[src/rtl/alu.sv]
// Registered WIDTH-bit ALU with one-cycle latency: add/sub with carry/borrow, bitwise ops, 1-bit shifts.
// Optional zero/signed-overflow flag outputs z and v are built when ALU_FLAGS_EN is defined.
module alu #(
    parameter int WIDTH = 4
) (
    input  logic             clk,
    input  logic             rst,
    input  logic [WIDTH-1:0] a,
    input  logic [WIDTH-1:0] b,
    input  logic [2:0]       sel,
    output logic [WIDTH-1:0] y,
    output logic             c
`ifdef ALU_FLAGS_EN
    ,
    output logic             z,
    output logic             v
`endif
);

    localparam logic [2:0] OP_ADD = 3'b000;
    localparam logic [2:0] OP_SUB = 3'b001;
    localparam logic [2:0] OP_AND = 3'b010;
    localparam logic [2:0] OP_OR  = 3'b011;
    localparam logic [2:0] OP_XOR = 3'b100;
    localparam logic [2:0] OP_NOT = 3'b101;
    localparam logic [2:0] OP_SHL = 3'b110;
    localparam logic [2:0] OP_SHR = 3'b111;

    // Bit WIDTH of the result carries the carry, borrow or shifted-out bit.
    function automatic logic [WIDTH:0] alu_core(input logic [2:0] op,
                                                input logic [WIDTH-1:0] x,
                                                input logic [WIDTH-1:0] w);
        logic [WIDTH:0] r;
        r = '0;
        case (op)
            OP_ADD:  r = {1'b0, x} + {1'b0, w};
            OP_SUB:  r = {1'b0, x} - {1'b0, w};
            OP_AND:  r = {1'b0, x & w};
            OP_OR:   r = {1'b0, x | w};
            OP_XOR:  r = {1'b0, x ^ w};
            OP_NOT:  r = {1'b0, ~x};
            OP_SHL:  r = {x, 1'b0};
            OP_SHR:  r = {x[0], 1'b0, x[WIDTH-1:1]};
            default: r = '0;  // X/Z on the select collapses to zero
        endcase
        return r;
    endfunction

    logic [WIDTH:0]   res_d;
    logic [WIDTH-1:0] y_d, y_q;
    logic             c_d, c_q;

    always_comb begin
        res_d = alu_core(sel, a, b);
        y_d   = res_d[WIDTH-1:0];
        c_d   = res_d[WIDTH];
    end

    // Output register stage
    always_ff @(posedge clk or posedge rst) begin
        if (rst) begin
            y_q <= '0;
            c_q <= 1'b0;
        end else begin
            y_q <= y_d;
            c_q <= c_d;
        end
    end

    assign y = y_q;
    assign c = c_q;

`ifdef ALU_FLAGS_EN
    logic z_d, z_q;
    logic v_d, v_q;

    always_comb begin
        z_d = (y_d == '0);
        v_d = 1'b0;
        if (sel == OP_ADD)
            v_d = (a[WIDTH-1] == b[WIDTH-1]) && (y_d[WIDTH-1] != a[WIDTH-1]);
        else if (sel == OP_SUB)
            v_d = (a[WIDTH-1] != b[WIDTH-1]) && (y_d[WIDTH-1] != a[WIDTH-1]);
    end

    always_ff @(posedge clk or posedge rst) begin
        if (rst) begin
            z_q <= 1'b0;
            v_q <= 1'b0;
        end else begin
            z_q <= z_d;
            v_q <= v_d;
        end
    end

    assign z = z_q;
    assign v = v_q;
`endif

endmodule

[config.mk]
export PLATFORM = sky130hd
export DESIGN_NAME = alu
export DESIGN_NICKNAME = d
export VERILOG_FILES = /design/src/rtl/alu.sv
export SDC_FILE = /design/constraint.sdc
export NUM_CORES = 1
export LEC_CHECK = 0
export ABC_AREA = 1
export CAP_MARGIN = 20
export CORE_MARGIN = 2
export CORE_UTILIZATION = 53
export CTS_CLUSTER_DIAMETER = 100
export CTS_CLUSTER_SIZE = 40
export DETAILED_ROUTE_END_ITERATION = 8
export PLACE_DENSITY = 0.87
export SLEW_MARGIN = 20
export SYNTH_ARGS = -nofsm -noshare
export SYNTH_HDL_FRONTEND = slang
export SYNTH_SLANG_ARGS = --single-unit
[constraint.sdc]
create_clock -name clk -period 0.9 [get_ports clk]
set_input_delay 0.135 -clock clk [delete_from_list [all_inputs] [get_ports clk]]
set_output_delay 0.135 -clock clk [all_outputs]
set_load 0.05 [all_outputs]
==> key figures, run 1 <==
Outcome
  – Failing step: global routing (5_1_grt)
  – First reported error: [ERROR DPL-0038] Utilization greater than 100%, impossible to legalize
  – Status: did not finish

Yosys
  – Post-Synth Adder-Cell Area: 23.4%
  – Sequential fraction of the synthesis area: 16.0%
  – Gate Count Post-Synth: approximately 120
  – Post-Synth Simple-Gate Area: 38.5%
  – Post-synth EDFFs: 0
  – Post-Synth XOR/XNOR Area: under 10%
  – Syn_nets: between 100 and 150
  – Distinct cells, synth: 23
  – Post-synthesis mux area share: 0%
  – Synth Cell Area: 781 um^2
  – Number of synthesized register bits: 5
  – Main combinational cell family by area after synthesis: simple AND/OR/NAND/NOR gates
  – Main synth FF type: dfrtp_1
  – Synth Area in Compound Gates: under 10%
  – Syn Area/Cell: roughly 6.6 um^2
  – Synth async-reset ratio: 100%
  – YS warnings: 0

Placed design
  – Number of I/O port buffers: 17
  – DPL Wire Length: about 2.3 mm
  – Worst slack at placement: -1.20 ns
  – Final GP Congestion: around 0.90
  – Area after DPL: 1180 um^2

Clock network
  – Clk buf depth: 2
  – TritonCTS Buffers: 3
  – Clock Root Buffer: clkbuf_4
  – Clk sinks: 5
  – Cts hold-fix bufs: 0
  – CTS H-Tree Depth: 1

Floorplanning
  – DIE HEIGHT: around 42 um
  – I/O pin total: 18
  – Die Width: 42.4 um
  – Initial Utilization: 58.5%
  – Row count: 13

Timing
  – Worst endpoint after global-route timing repair: c$_DFF_PP0_/D
  – Worst End Pin Type: register input

Global route
  – Largest net degree at the start of global routing: 11
==> timing repair <==
action                                 CTS
resized for setup                       55
pin swaps                               19
endpoints found under the hold margin    0
cloned                                   0
setup endpoints to repair               10
setup buffers                            4
==> cell families after synthesis <==
| kind of cell | Yosys count |
|---|---|
| compound gates | 11 |
| xor+xnor | 2 |
| fa+ha+maj | 14 |
| buf+inv | 23 |
| flops | 5 |
| simple gates | 63 |
==> synthesized netlist by cell type (2+ instances only) <==
master | n | area share, %
a21oi_1 | 6 | 3.8
dfrtp_1 | 5 | 16
ha_1 | 13 | 21
inv_1 | 19 | 9.1
inv_2 | 3 | 1.4
nand2_1 | 29 | 14
nand3_1 | 11 | 7.1
nand3b_1 | 2 | 1.9
nand4_1 | 4 | 3.2
nor2_1 | 9 | 4.3
nor2_4 | 2 | 2.9
nor3_1 | 2 | 1.3
o21ai_1 | 2 | 1.3
xor2_1 | 2 | 2.2
==> metrics by stage <==
stage / instances / setup TNS, ns
floorplan: 118 / -1.78
global placement: 166 / -4.79
detailed placement: 166 / -5.36
CTS: 174 / -1.90
==> run 2, diff against run 1 <==
--- a/config.mk
+++ b/config.mk
@@ -7,12 +7,10 @@
 export LEC_CHECK = 0
 export ABC_AREA = 1
 export CAP_MARGIN = 20
-export CORE_MARGIN = 2
-export CORE_UTILIZATION = 53
-export CTS_CLUSTER_DIAMETER = 100
-export CTS_CLUSTER_SIZE = 40
+export CORE_AREA = 2 2 63 65
 export DETAILED_ROUTE_END_ITERATION = 8
-export PLACE_DENSITY = 0.87
+export DIE_AREA = 0 0 65 67
+export PLACE_DENSITY_LB_ADDON = 0.15
 export SLEW_MARGIN = 20
 export SYNTH_ARGS = -nofsm -noshare
 export SYNTH_HDL_FRONTEND = slang
==> key figures, run 2 <==
Yosys
  – Synth Cell Area: 781 um^2 (unchanged)
  – Post-synth EDFFs: 0 (unchanged)
  – Sequential fraction of the synthesis area: 16.0% (unchanged)
  – Synth async-reset ratio: 100% (unchanged)
  – YS warnings: 0 (unchanged)
  – Top-count cell post-synth: nand2_1 (unchanged)
  – Gate Count Post-Synth: 118 (unchanged)
  – Distinct cells, synth: 23 (unchanged)
  – Commonest cells in the netlist: 29 x nand2_1, 19 x inv_1, 13 x ha_1 (unchanged)
  – Synth top area share: 20.8% (unchanged)
  – Top post-synthesis cells by area: ha_1 21%, dfrtp_1 16%, nand2_1 14% (unchanged)
  – Main synth FF type: dfrtp_1 (unchanged)
  – Number of synthesized register bits: 5 (unchanged)
  – Syn_nets: 145 (unchanged)
  – Yosys top cell by area: ha_1 (unchanged)
  – Syn Area/Cell: 6.62 um^2 (unchanged)

Pwr
  – Pleak: about 0.74 nW
  – Design internal power: 1.01 mW
  – Overall power: 1.60 mW
  – Power Dens Cells: 1090 nW/um^2
  – Seq pwr share: between 15 and 20%
  – Sw Ratio: between 30% and 40%
  – Net switching power: 0.588 mW
  – Comb pwr share: ~57%
  – Peak supply drop: 357 uV
  – Clock power frac: roughly a quarter

Routing
  – Vias/cell: 4.27
  – Wire length per cell: 11.6 um
  – Drt first pass iters: 4
  – Initial DRC Count: 59
  – Drt total wl: 2.48 mm
  – Number of remaining DRC errors: 0
  – Vias: between 900 and 1,000
  – DRT antenna net count: 0

Global route
  – GRT Util Overall: 12.3%
  – Number of antenna violations at the first check in global routing: 0
  – Global routing's busiest layer: met2
  – Global-route wire length before repair: 4.13 mm
  – Met1 Use GR: 14.1%
  – Met3 Use GR: 1.86%
  – Met2 usage: 22.8%
  – Largest net degree at the start of global routing: 11
  – Vias in the first global route: 933
  – Total gr overflow: 0

Clock network
  – Clock Root Buffer: clkbuf_8 (was clkbuf_4)
  – CTS H-Tree Depth: 1 (unchanged)
  – Cts hold-fix bufs: 0 (unchanged)
  – CTS tree: done
  – Clk buf depth: 2 (unchanged)
  – TritonCTS Buffers: 3 (unchanged)
  – Clk slew on worst S/H paths: ~0.030 ns
  – Clk sinks: 5 (unchanged)

Floorplanning
  – Die Width: 65 um (was 42.4 um)
  – DIE HEIGHT: 67 um (was 42.4 um)
  – I/O pin total: 18 (unchanged)
  – Initial Utilization: 21.7% (was 58.5%)
  – Row count: 22 (was 13)
  – DIE AREA: 4360 um^2
  – Core ar.: 3610 um^2

Worst setup path
  – Crit-path most repeated cell: nand2_1
  – Critical path required time: between 1 and 1.5 ns
  – Startpoint Class: input port
  – Critical path peak fanout: 3
  – Critical path buffers and inverters: 3
  – Slowest cell on crit path: fa_2
  – Launch point of the worst path: sel[2]
  – Arrival time at the worst endpoint: 1.53 ns
  – Critical path capture point type: flop
  – Worst Path Class, Setup: in -> reg
  – Worst path cell trace: buf_8, nor2_4, nand2_2, buf_6, nand2_4, o21ai_4, fa_2, inv_2, nand3_1, nand3_1, nand2_1, nand2_1, nand2_1, nand2_1
  – CP max stage delay: 0.35 ns
  – CP delay by family, top: simple AND/OR/NAND/NOR gates

Timing
  – Min Tclk post-route: between 1 and 1.5 ns
  – Setup ws final: -0.468 ns
  – Max frequency: 731 MHz
  – Rel. slew slack: 84.4%
  – Final period utilization: 152%
  – Final Hold Violating Endpoints: 0
  – Worst Max-Slew Pin Slew: 0.234 ns
  – Max-slew violations: 0
  – Final setup viols: 4
  – RSZ-0062 raised after global routing: true

Outcome
  – Status: complete, but fails checks (was did not finish)
  – Failing checks: setup timing

Finish
  – Nets: 193
  – Ratio of cells with drive above 1 in the final layout: 47.9%
  – Commonest non-fill, non-tap cells in the layout: 25 x nand2_1, 23 x buf_4, 12 x inv_1
  – P&R area growth vs syn: 88.3%
  – Fillcell total: 381
  – Most common cell after layout, fill and taps aside: nand2_1
  – Max reg flops: 4
  – Design area: 1470 um^2
  – Ant diodes: 0

Worst hold path
  – Hold Path Class: in -> async

Placed design
  – Area after DPL: 1250 um^2 (was 1180 um^2)
  – Final GP Congestion: 0.831 (was 0.897)
  – Number of I/O port buffers: 17 (unchanged)
  – DPL Wire Length: 1.92 mm (was 2.30 mm)
  – Worst slack at placement: -1.17 ns (was -1.20 ns)

Job
  – Max Cap Violations: 0
-- run 2: worst paths after layout --
kind	slack, ns	depth (start not counted)	end
worst min-delay path	0.12	2	c$_DFF_PP0_
min in group clk	0.32	5	c$_DFF_PP0_
max in group asynchronous	0.62	2	y[2]$_DFF_PP0_
worst max-delay path	-0.47	14	c$_DFF_PP0_
-- run 2: final cells by class --
cell class	instances	area, um^2	area share [%]
Tap cell	48	60.1	4.09
Timing Repair Buffer	44	442	30.0
Sequential cell	5	125	8.51
Inverter	22	92.6	6.30
Clock buffer	4	45.0	3.06
Multi-Input combinational cell	90	706	48.0
-- run 2: repair_timing --
item	4_1_cts	5_1_grt
buffers inserted	5	1
setup endpoints to repair	8	10
endpoints found under the hold margin	0	0
pin swaps	18	14
resized for setup	55	16
-- run 2: cells by family after synthesis --
kind of cell	Yosys count	share of synthesized area (%)
xor gates and xnor gates	2	2.24
and+or+nand+nor	63	38.5
AOI/OAI and AO/OA	11	7.85
adders and majority gates	14	23.4
DFF	5	16.0
buffers and inverters	23	12.0
-- run 2: layer usage --
metal / share of wire [%] / up-vias
met5: 0 / -
met4: 1.1 / 0
met3: 2.8 / 4
met2: 55 / 17
met1: 41 / 415
li1: - / 473
-- run 2: power groups by stage --
stage / combinational (mW) / clock (mW) / sequential (mW)
final: 0.906 / 0.411 / 0.283
after global routing: 0.987 / 0.430 / 0.287
after CTS: 0.831 / 0.421 / 0.284
after detailed placement: 0.784 / 0 / 0.287
after global placement: 0.777 / 0 / 0.287
after floorplan: 0.303 / 0 / 0.383
-- run 2: metrics by stage --
stage / TNS, ns / hold slack, ns / util [%] / cells
after floorplan: -1.78 / -0.0865 / - / 118
after global placement: -4.96 / 0.354 / 34.6 / 203
after detailed placement: -5.09 / 0.346 / 34.6 / 203
after CTS: -1.76 / 0.121 / 38.5 / 212
after global routing: -2.17 / 0.153 / 40.8 / 213
final: -1.82 / 0.117 / 40.8 / 213
Note: power is estimated with default switching activity, not from simulation.
==> run 3, diff against run 2 <==
--- a/config.mk
+++ b/config.mk
@@ -10,7 +10,6 @@
 export CORE_AREA = 2 2 63 65
 export DETAILED_ROUTE_END_ITERATION = 8
 export DIE_AREA = 0 0 65 67
-export PLACE_DENSITY_LB_ADDON = 0.15
 export SLEW_MARGIN = 20
 export SYNTH_ARGS = -nofsm -noshare
 export SYNTH_HDL_FRONTEND = slang
==> key figures, run 3 (synthesis gave the netlist of run 2 again) <==
Timing
  – Max frequency: 736 MHz (was 731 MHz)
  – Final setup viols: 4 (unchanged)
  – Final Hold Violating Endpoints: 0 (unchanged)
  – Min Tclk post-route: 1.36 ns (was 1.37 ns)
  – Setup ws final: -0.458 ns (was -0.468 ns)
  – RSZ-0062 raised after global routing: true (unchanged)
  – Worst Max-Slew Pin Slew: 0.196 ns (was 0.234 ns)
  – Setup TNS: -1.62 ns (was -1.82 ns)
  – Final period utilization: 151% (was 152%)
  – Max-slew violations: 0 (unchanged)
  – Rel. slew slack: 86.8% (was 84.4%)

Pwr
  – Sw Ratio: 36.3% (was 36.8%)
  – Net switching power: 0.570 mW (was 0.588 mW)
  – Power Dens Cells: 1070 nW/um^2 (was 1090 nW/um^2)
  – Overall power: 1.57 mW (was 1.60 mW)
  – Comb pwr share: 56.5% (was 56.6%)
  – Clock power frac: 25.4% (was 25.7%)
  – Pleak: 0.758 nW (was 0.738 nW)
  – Design internal power: 1.00 mW (was 1.01 mW)
  – Seq pwr share: 18.1% (was 17.7%)
  – Peak supply drop: 579 uV (was 357 uV)

Floorplanning
  – Initial Utilization: 21.7% (unchanged)
  – DIE AREA: 4360 um^2 (unchanged)
  – Row count: 22 (unchanged)
  – Die Width: 65 um (unchanged)
  – I/O pin total: 18 (unchanged)
  – Core ar.: 3610 um^2 (unchanged)
  – DIE HEIGHT: 67 um (unchanged)

Finish
  – Max reg flops: 4 (unchanged)
  – Nets: 195 (was 193)
  – Ratio of cells with drive above 1 in the final layout: 47.9% (about the same)
  – Fillcell total: 383 (was 381)
  – Ant diodes: 0 (unchanged)
  – P&R area growth vs syn: 88.0% (was 88.3%)
  – Final Non-Filler Cells: 215 (was 213)
  – Most common cell after layout, fill and taps aside: buf_4 (was nand2_1)
  – Commonest non-fill, non-tap cells in the layout: 27 x buf_4, 25 x nand2_1, 12 x inv_1 (was 25 x nand2_1, 23 x buf_4, 12 x inv_1)

Global route
  – Vias in the first global route: 871 (was 933)
  – Number of antenna violations at the first check in global routing: 0 (unchanged)
  – Total gr overflow: 0 (unchanged)
  – GRT Util Overall: 10.2% (was 12.3%)
  – Largest net degree at the start of global routing: 11 (unchanged)
  – Global-route wire length before repair: 3.46 mm (was 4.13 mm)

Placed design
  – Placed insts: 201 (was 203)
  – Number of I/O port buffers: 17 (unchanged)
  – Worst slack at placement: -1.13 ns (was -1.17 ns)
  – Final GP Congestion: 0.845 (was 0.831)
  – DPL Wire Length: 1.73 mm (was 1.92 mm)

Worst setup path
  – Critical path required time: 1.00 ns (was 1.06 ns)
  – Arrival time at the worst endpoint: 1.46 ns (was 1.53 ns)
  – Worst Path Class, Setup: in -> reg (unchanged)
  – Crit-path most repeated cell: nand2_1 (unchanged)
  – Slowest cell on crit path: ha_4 (was fa_2)
  – CP max stage delay: 0.32 ns (was 0.35 ns)
  – Critical path capture point type: flop (unchanged)
  – CP delay by family, top: simple AND/OR/NAND/NOR gates (unchanged)
  – Critical path peak fanout: 6 (was 3)
  – Startpoint Class: input port (unchanged)
  – Worst path cell trace: buf_8, nor2_4, buf_6, a21oi_4, xor2_2, ha_4, nand2_2, nor2_2, nor2_1, nand2_1, nand2_1, nand2_1, nand2_1 (was buf_8, nor2_4, nand2_2, buf_6, nand2_4, o21ai_4, fa_2, inv_2, nand3_1, nand3_1, nand2_1, nand2_1, nand2_1, nand2_1)
  – Critical path buffers and inverters: 2 (was 3)

Clock network
  – Clk buf depth: 2 (unchanged)
  – CTS tree: done (unchanged)
  – Clk sinks: 5 (unchanged)
  – Clock Root Buffer: clkbuf_8 (unchanged)
  – CTS H-Tree Depth: 1 (unchanged)
  – TritonCTS Buffers: 3 (unchanged)
  – Clk slew on worst S/H paths: 0.03 ns (about the same)

Outcome
  – Status: complete, but fails checks (unchanged)
  – Failing checks: setup timing (unchanged)

Routing
  – Vias/cell: 4.12 (was 4.27)
  – Vias: 885 (was 909)
  – Drt total wl: 2.22 mm (was 2.48 mm)
  – Initial DRC Count: 23 (was 59)
  – Wire length per cell: 10.3 um (was 11.6 um)
  – Drt first pass iters: 4 (unchanged)
  – Number of remaining DRC errors: 0 (unchanged)
  – DRT antenna net count: 0 (unchanged)

Worst hold path
  – Hold Path Class: in -> async (unchanged)

Job
  – Max Cap Violations: 0 (unchanged)
==> run 3: changes by cell type in the layout (fill, tap and decap cells not counted), moves of 2 or more <==
| cell | previous run | this run |
|---|---|---|
| clkbuf_2 | 0 | 2 |
| a21oi_4 | 0 | 2 |
| buf_4 | 23 | 27 |
| buf_6 | 5 | 3 |
| ha_4 | 6 | 4 |
| ha_1 | 7 | 9 |
==> run 3: final timing paths <==
path / startpoint / end / slack, ns / depth (start not counted)
setup / recovery: sel[2] / c$_DFF_PP0_ / -0.46 / 13
hold / removal: rst / y[0]$_DFF_PP0_ / 0.12 / 2
max in group asynchronous: rst / y[3]$_DFF_PP0_ / 0.61 / 2
min in group clk: a[0] / c$_DFF_PP0_ / 0.27 / 4
==> run 3: routing by layer <==
layer	vias up	share of wire, %	track usage [%]
met3	0	4.0	2.03
met2	22	52	18.6
met4	0	0	2.13
li1	473	-	-
met5	-	0	0
met1	390	44	12.4
==> run 3: cell type report <==
cell class / instances / area (um^2) / share of cell area (%)
flip-flops and latches: 5 / 125 / 8.53
clock buffers: 4 / 45.0 / 3.07
multi-input cells: 90 / 697 / 47.5
well taps: 48 / 60.1 / 4.09
inverters: 22 / 95.1 / 6.48
repair buffers: 46 / 445 / 30.3
==> run 3: repair_timing <==
| action | in CTS | in global routing |
|---|---|---|
| setup endpoints to repair | 5 | 10 |
| hold buffers | 0 | 0 |
| buffers inserted | 7 | 3 |
| pin swaps | 16 | 18 |
| resized for setup | 53 | 15 |
==> run 3: per-stage QoR <==
stage / area [um^2] / util [%] / hold WS [ns]
floorplan: 821 / - / -0.0865
global placement: 1230 / 34.2 / 0.350
detailed placement: 1230 / 34.2 / 0.350
CTS: 1390 / 38.6 / 0.128
global route: 1470 / 40.7 / 0.133
finish: 1470 / 40.7 / 0.121
==> run 3: power by group through the flow <==
stage	Sequential (mW)	Combinational, mW	Clock (mW)
final	0.284	0.887	0.400
after global routing	0.288	0.965	0.435
after CTS	0.285	0.827	0.411
after detailed placement	0.287	0.769	0
after global placement	0.287	0.764	0
after floorplan	0.383	0.303	0
==> run 4, diff against run 3 <==
--- a/config.mk
+++ b/config.mk
@@ -6,11 +6,9 @@
 export NUM_CORES = 1
 export LEC_CHECK = 0
 export ABC_AREA = 1
-export CAP_MARGIN = 20
 export CORE_AREA = 2 2 63 65
 export DETAILED_ROUTE_END_ITERATION = 8
 export DIE_AREA = 0 0 65 67
-export SLEW_MARGIN = 20
 export SYNTH_ARGS = -nofsm -noshare
 export SYNTH_HDL_FRONTEND = slang
 export SYNTH_SLANG_ARGS = --single-unit
==> results of run 4 <==
No change in the layout: final DEF, timing and power equal those of run 3.
